===== src/rtl/iter_cmp_unit.sv =====
// -----------------------------------------------------------------------------
// iter_cmp_unit
//   Multi-cycle signed/unsigned magnitude comparator. Operands are compared
//   CHUNK bits per cycle, starting with the most significant chunk. The
//   compare stops at the first chunk that differs. A start/busy/done handshake
//   lets a stall unit hold the pipeline. A synchronous flush abandons a
//   compare that is in flight.
//
// Parameters
//   WIDTH      operand width in bits
//   CHUNK      bits compared per cycle (WIDTH % CHUNK == 0, 1 <= CHUNK <= WIDTH)
//
// Ports
//   clk        in   1      rising-edge clock
//   reset      in   1      synchronous, active-high; overrides flush and start
//   start      in   1      compare request, accepted only in IDLE
//   is_signed  in   1      1 = two's-complement compare, sampled with start
//   A, B       in   WIDTH  operands, sampled with start
//   flush      in   1      synchronous abort of a compare in RUN or DONE
//   busy       out  1      high while in RUN
//   done       out  1      one-cycle pulse when CMPout has just been updated
//   CMPout     out  2      00 equal, 01 A>B, 10 A<B
// -----------------------------------------------------------------------------
module iter_cmp_unit #(
    parameter int WIDTH = 32,
    parameter int CHUNK = 8
) (
    input  logic             clk,
    input  logic             reset,
    input  logic             start,
    input  logic             is_signed,
    input  logic [WIDTH-1:0] A,
    input  logic [WIDTH-1:0] B,
    input  logic             flush,
    output logic             busy,
    output logic             done,
    output logic [1:0]       CMPout
);

    localparam int N     = WIDTH / CHUNK;
    localparam int IDX_W = $clog2(N) + 1;
    localparam logic [IDX_W-1:0] LAST_IDX = IDX_W'(N - 1);

    localparam logic [1:0] CMP_EQ   = 2'b00;
    localparam logic [1:0] CMP_BIG  = 2'b01;
    localparam logic [1:0] CMP_LESS = 2'b10;

    // Reject impossible chunk configurations at elaboration time.
    if ((CHUNK < 1) || (CHUNK > WIDTH) || ((WIDTH % CHUNK) != 0)) begin : g_bad_cfg
        $error("iter_cmp_unit: CHUNK must divide WIDTH and lie in 1..WIDTH");
    end

    typedef enum logic [1:0] {
        ST_IDLE = 2'd0,
        ST_RUN  = 2'd1,
        ST_DONE = 2'd2
    } state_t;

    // Flipping the sign bit maps two's-complement order onto unsigned order,
    // so a single unsigned datapath serves both compare modes.
    function automatic logic [WIDTH-1:0] bias_msb(input logic [WIDTH-1:0] v,
                                                  input logic             s);
        bias_msb = v ^ (WIDTH'(s) << (WIDTH - 1));
    endfunction

    state_t           r_state;
    logic [IDX_W-1:0] r_idx;
    logic [WIDTH-1:0] r_a;
    logic [WIDTH-1:0] r_b;
    logic             r_busy;
    logic             r_done;
    logic [1:0]       r_cmp;

    logic [CHUNK-1:0] w_a_top;
    logic [CHUNK-1:0] w_b_top;
    logic [WIDTH-1:0] w_a_next;
    logic [WIDTH-1:0] w_b_next;

    // The operand registers are shifted left each RUN cycle, so the chunk
    // under comparison is always the top CHUNK bits.
    assign w_a_top = r_a[WIDTH-1 -: CHUNK];
    assign w_b_top = r_b[WIDTH-1 -: CHUNK];

    if (CHUNK < WIDTH) begin : g_shift
        assign w_a_next = {r_a[WIDTH-CHUNK-1:0], {CHUNK{1'b0}}};
        assign w_b_next = {r_b[WIDTH-CHUNK-1:0], {CHUNK{1'b0}}};
    end else begin : g_no_shift
        assign w_a_next = r_a;
        assign w_b_next = r_b;
    end

    // Control FSM with registered busy/done/CMPout.
    always_ff @(posedge clk) begin
        if (reset) begin
            r_state <= ST_IDLE;
            r_idx   <= '0;
            r_a     <= '0;
            r_b     <= '0;
            r_busy  <= 1'b0;
            r_done  <= 1'b0;
            r_cmp   <= CMP_EQ;
        end else begin
            case (r_state)
                ST_IDLE: begin
                    r_done <= 1'b0;
                    // A flush arriving with start drops the request.
                    if (start && !flush) begin
                        r_a     <= bias_msb(A, is_signed);
                        r_b     <= bias_msb(B, is_signed);
                        r_idx   <= '0;
                        r_busy  <= 1'b1;
                        r_state <= ST_RUN;
                    end else begin
                        r_busy  <= 1'b0;
                        r_state <= ST_IDLE;
                    end
                end
                ST_RUN: begin
                    if (flush) begin
                        r_busy  <= 1'b0;
                        r_done  <= 1'b0;
                        r_state <= ST_IDLE;
                    end else if (w_a_top != w_b_top) begin
                        r_cmp   <= (w_a_top > w_b_top) ? CMP_BIG : CMP_LESS;
                        r_busy  <= 1'b0;
                        r_done  <= 1'b1;
                        r_state <= ST_DONE;
                    end else if (r_idx == LAST_IDX) begin
                        r_cmp   <= CMP_EQ;
                        r_busy  <= 1'b0;
                        r_done  <= 1'b1;
                        r_state <= ST_DONE;
                    end else begin
                        r_a     <= w_a_next;
                        r_b     <= w_b_next;
                        r_idx   <= r_idx + IDX_W'(1);
                        r_busy  <= 1'b1;
                        r_done  <= 1'b0;
                        r_state <= ST_RUN;
                    end
                end
                ST_DONE: begin
                    // Start is not queued here; flush leads to the same place.
                    r_busy  <= 1'b0;
                    r_done  <= 1'b0;
                    r_state <= ST_IDLE;
                end
                default: begin
                    r_busy  <= 1'b0;
                    r_done  <= 1'b0;
                    r_state <= ST_IDLE;
                end
            endcase
        end
    end

    assign busy   = r_busy;
    assign done   = r_done;
    assign CMPout = r_cmp;

endmodule

===== config.mk =====
export PLATFORM = sky130hd
export DESIGN_NAME = iter_cmp_unit
export DESIGN_NICKNAME = d
export VERILOG_FILES = /design/src/rtl/iter_cmp_unit.sv
export SDC_FILE = /design/constraint.sdc
export NUM_CORES = 1
export LEC_CHECK = 0
export CORE_ASPECT_RATIO = 1.75
export CORE_MARGIN = 4
export CORE_UTILIZATION = 28
export CTS_CLUSTER_DIAMETER = 100
export DETAILED_ROUTE_END_ITERATION = 8
export PLACE_DENSITY_LB_ADDON = 0.2
export SYNTH_ARGS = -nofsm -noshare
export SYNTH_HDL_FRONTEND = slang
export SYNTH_SLANG_ARGS = --single-unit

===== constraint.sdc =====
create_clock -name clk -period 5.1 [get_ports clk]
set_clock_uncertainty 0.1 [all_clocks]
set_input_delay 0.765 -clock clk [delete_from_list [all_inputs] [get_ports clk]]
set_output_delay 0.765 -clock clk [all_outputs]
set_load 0.02 [all_outputs]

; ---- Yosys cells after proc, flatten, opt, wreduce, memory -nomap -nowiden
; Index checks and enable logic that the tools add are counted.
[totals]
reg_bits = 73
latch_bits = 0
ramBits = 0
romBits = 0
in_bits = 69
out_inout_bits = 4
wordCells = 58
mem_count = 0
[op_classes]
add_sub_neg = 1
multipliers = 0
div = 0
magnitude_cmp = 1
n_eq_ne = 7
shifts = 0
n_mux = 30
bitwise_logic = 4
n_reduce_logical = 8
[ops]
columns = cell, count
row1 = $mux 32, 8
row2 = $pmux 32 s2, 2
row3 = $xor 32x32->32, 2
row4 = $mux 2, 6
row5 = $mux 3, 4
row6 = $gt 8x8->1, 1
row7 = $ne 2x2->1 const B, 4
row8 = $ne 8x8->1, 1
row9 = $mux 1, 7
row10 = $pmux 3 s2, 1
row11 = $reduce_and 5->1, 1
row12 = $pmux 2 s2, 1
row13 = $reduce_bool 2->1, 2
row14 = $add 3x1->3 const B, 1
row15 = $eq 3x2->1 const B, 1
row16 = $reduce_and 3->1, 1
row17 = $reduce_or 3->1, 1
row18 = $eq 2x1->1 const B, 1
row19 = $logic_not 2->1, 1
row20 = $not 1->1, 2
row21 = $pmux 1 s2, 1
row22 = $logic_and 1x1->1, 1
row23 = $logic_not 1->1, 1

; ---- Logic depth before layout (Yosys ltp)
[depth]
ltp_word = 5
depth_mapped = 7
mapped_depth_nobuf = 6

; ---- Least setup slack after synthesis
; No wires, ideal clock.
[synth_timing]
path_kind = reg-to-reg
start = register r_b[30]
end = register r_a[5]
setup_ns = 0.117
arrival_ns = 1.904
required_time_ns = 4.883
path_slack_ns = 2.979
stages_incl_launch_ff = 8
period_less_slack_ns = 2.121
path_cell_list = dfxtp_1 > inv_1 > ha_1 > nand4_4 > o41ai_4 > a21oi_4 > buf_6 > a22o_1
[synth_via]
elab_chain_cells = 3
[synth_lines]
columns = item, line
row1 = from (decl), 69  ; logic [WIDTH-1:0] r_b;
row2 = from (signal assigned), 109  ; r_b <= bias_msb(B, is_signed);
row3 = from (signal assigned), 135  ; r_b <= w_b_next;
row4 = $ne 8x8->1, 123  ; end else if (w_a_top != w_b_top) begin
row5 = $ne 2x2->1 (no line), n/a
row6 = $reduce_and 5->1 (no line), n/a
row7 = to (signal assigned), 108  ; r_a <= bias_msb(A, is_signed);
row8 = to (signal assigned), 134  ; r_a <= w_a_next;
row9 = to (decl), 68  ; logic [WIDTH-1:0] r_a;
; No other way between the ends.
; A chain may end at the register's enable or synchronous reset.

; ---- Worst setup path after layout
[layout_timing]
start = register r_b[27]
end = register r_b[23]
[layout_via]
elab_chain_cells = 3
[layout_lines]
columns = item, line
row1 = $ne 8x8->1, 123
row2 = $ne 2x2->1 (no line), n/a
row3 = $reduce_and 5->1 (no line), n/a
; No other way between the ends.

==> run metrics <==
initial antenna violation count=0; type of the most critical hold path=flop to flop; Post-DRT Antenna Nets=0; largest net degree at the start of global routing=54; DRT iter0 DRCs=104; worst skew pair latency=0.33 ns; crit path DAT=2.92 ns; Worst VDD drop=0.150 mV; Post-CTS Resized=0; synth top area cells=dfxtp_1 43%, mux2i_1 14%, a211oi_1 10%; vias in the first global route=2743; minimum clock period=between 2 and 3 ns; crit path launch type=flop; Vias/cell=roughly 5.1; ANT cells=0; core area=11600 µm²; layout cells sized above 1=0.0925; row cnt=52; cts hold-fix bufs=0; Setup WS pre-CTS=2.02 ns; Synth Area in Adders=0.0376; Worst EP required=5.14 ns; post-synth top area share=0.433; endpoints failing hold=0; worst-path cell chain=inv_1 > ha_1 > nand4_1 > o41a_1 > nor2_4 > a211oi_1; Setup WS post-layout=2.22 ns; TritonCTS Buffers=9; pwr dens=345 nW/µm²; die width=approximately 90 µm; mux share of post-synthesis cell area=0.142; vias=about 2700; routed len/inst=between 15 and 20 µm; clock root buffer=clkbuf_16; xor/xnor cell area share of the yosys netlist=0.00527; main combinational cell family by area after synthesis=compound AO/OA/AOI/OAI gates; syn avg cell area=10.1 µm²; Netlist cell types=37; unrepaired setup endpoints after global routing=false; syn nets=just over 400; slew margin rel.=0.187; Routed WL=about 8.5 mm; synthesis-stage register bit count=72; Max-Cap Viols=0; Synthesis Warnings=0; Crit path max-delay family=simple AND/OR/NAND/NOR gates; ys async rst share=0; H-tree levels=3; Synth Area in Compound Gates=0.273; CTS tree=done; Worst Path Max Fanout=50; Synth Area in Simple Gates=0.0448; Initial Utilization=0.287; Leak Pwr=1.82 nW; hpwl dp=approximately 6 mm; total grt overflow=0; Clock Tree Buf Depth=2; count leader, synth=dfxtp_1; CTS Sinks=72; sequential area share after synthesis=0.433; Final Max Tran Viols=0; top post-synthesis cells by count=72 x dfxtp_1, 50 x a21oi_1, 46 x a211oi_1, 46 x mux2i_1, 12 x buf_2; Finished Layout Cells=524; Synth Instances=328; Placed Cells incl. Taps=508; detailed-route DRC error count=0; worst slew pin tran=1.22 ns; Worst setup EP type=flop; status=finished clean; Mapped Area=3330 µm²; Ports=73; EDFF count, synth=0; first-pass GRT wire length=roughly 14 mm; Area Overhead vs Synth=32.6%; post-synth top area cell=dfxtp_1; Post-CTS Repair Setup Buffers=0; Buf+Inv Stages, Crit Path=1; Hold WS=0.367 ns; die area=13800 µm²; setup_tns=0 ns; crit-path max cell delay=0.93 ns; critical setup path kind=flop to flop; Achievable Freq=347 MHz; DR pass1 iterations=4; fin nets=463; port buffer count=72; gpl congestion=0.785; final period utilization=0.564; Slowest-stage cell, CP=nor2_4; clock-pin slew on the worst setup and hold paths=0.06 ns; GRT Overall Usage=0.127; die height=approximately 150 µm; final setup violation count=0; ys flop type=dfxtp_1
-- final cells by class --
cell class	count	area, µm²
clock buffers	11	243
clock inverters	5	80.1
fillers	1211	7170
inverters	11	41.3
multi-input cells	215	1700
flip-flops and latches	72	1440
well taps	135	169
repair buffers	75	738
-- cells by family after synthesis --
logic type,after synthesis
xor gates and xnor gates,2
adders and majority gates,10
muxes,47
buffers and inverters,41
and+or+nand+nor,26
DFF,72
AOI/OAI and AO/OA,130
-- power by group --
group          leakage (nW)  internal [mW]  total [mW]  switching [mW]
sequential            0.591          0.600       0.621          0.0205
combinational          1.07          0.115       0.229           0.114
clock                 0.152          0.440       0.673           0.233
-- state kept, by name, summed over array words and instances, names as in the netlist --
signal	count
r_a	32
r_idx	3
CMPout	2
busy	1
r_b	32
r_state	1
done	1
-- stage by stage --
step	util	cell area [µm²]	total power [mW]
global route	0.381	4410	1.59
floorplan	-	3330	0.776
detailed placement	0.353	4090	0.865
finish	0.381	4410	1.52
global placement	0.353	4090	0.861
CTS	0.381	4410	1.55
-- layout by cell type (no fill, tap or decap), types with 6 or more instances in the layout --
master            n
ha_1             10
inv_1            11
a211oi_1         46
clkdlybuf4s50_1  71
a21oi_1          50
mux2i_1          46
dfxtp_1          72
a22o_1           10
clkbuf_16         9
a22o_2            6
-- path summary, 6_finish.rpt --
check / from / endpoint / slack, ns / depth (start not counted)
setup reg to reg: r_b[27] / r_b[23] / 2.22 / 6
setup / recovery: r_b[27] / r_b[23] / 2.22 / 6
hold reg to reg: r_idx[1] / r_idx[1] / 0.37 / 2
hold / removal: r_idx[1] / r_idx[1] / 0.37 / 2
-- worst reg2reg max path, stage by stage, from the launching register on --
cell and delay [ns]:
dfxtp_1 0.37, inv_1 0.06, ha_1 0.31, nand4_1 0.26, o41a_1 0.46, nor2_4 0.93
a211oi_1 0.20
-- routing by layer --
metal	wire [µm]	up-vias	track usage	part of all wire
met5	0	-	0	0
met4	250	0	0.0665	0.029
met3	299	15	0.0306	0.035
met2	4520	49	0.226	0.53
met1	3430	1267	0.138	0.40
li1	-	1356	-	-
Note: power is estimated with default switching activity, not from simulation.
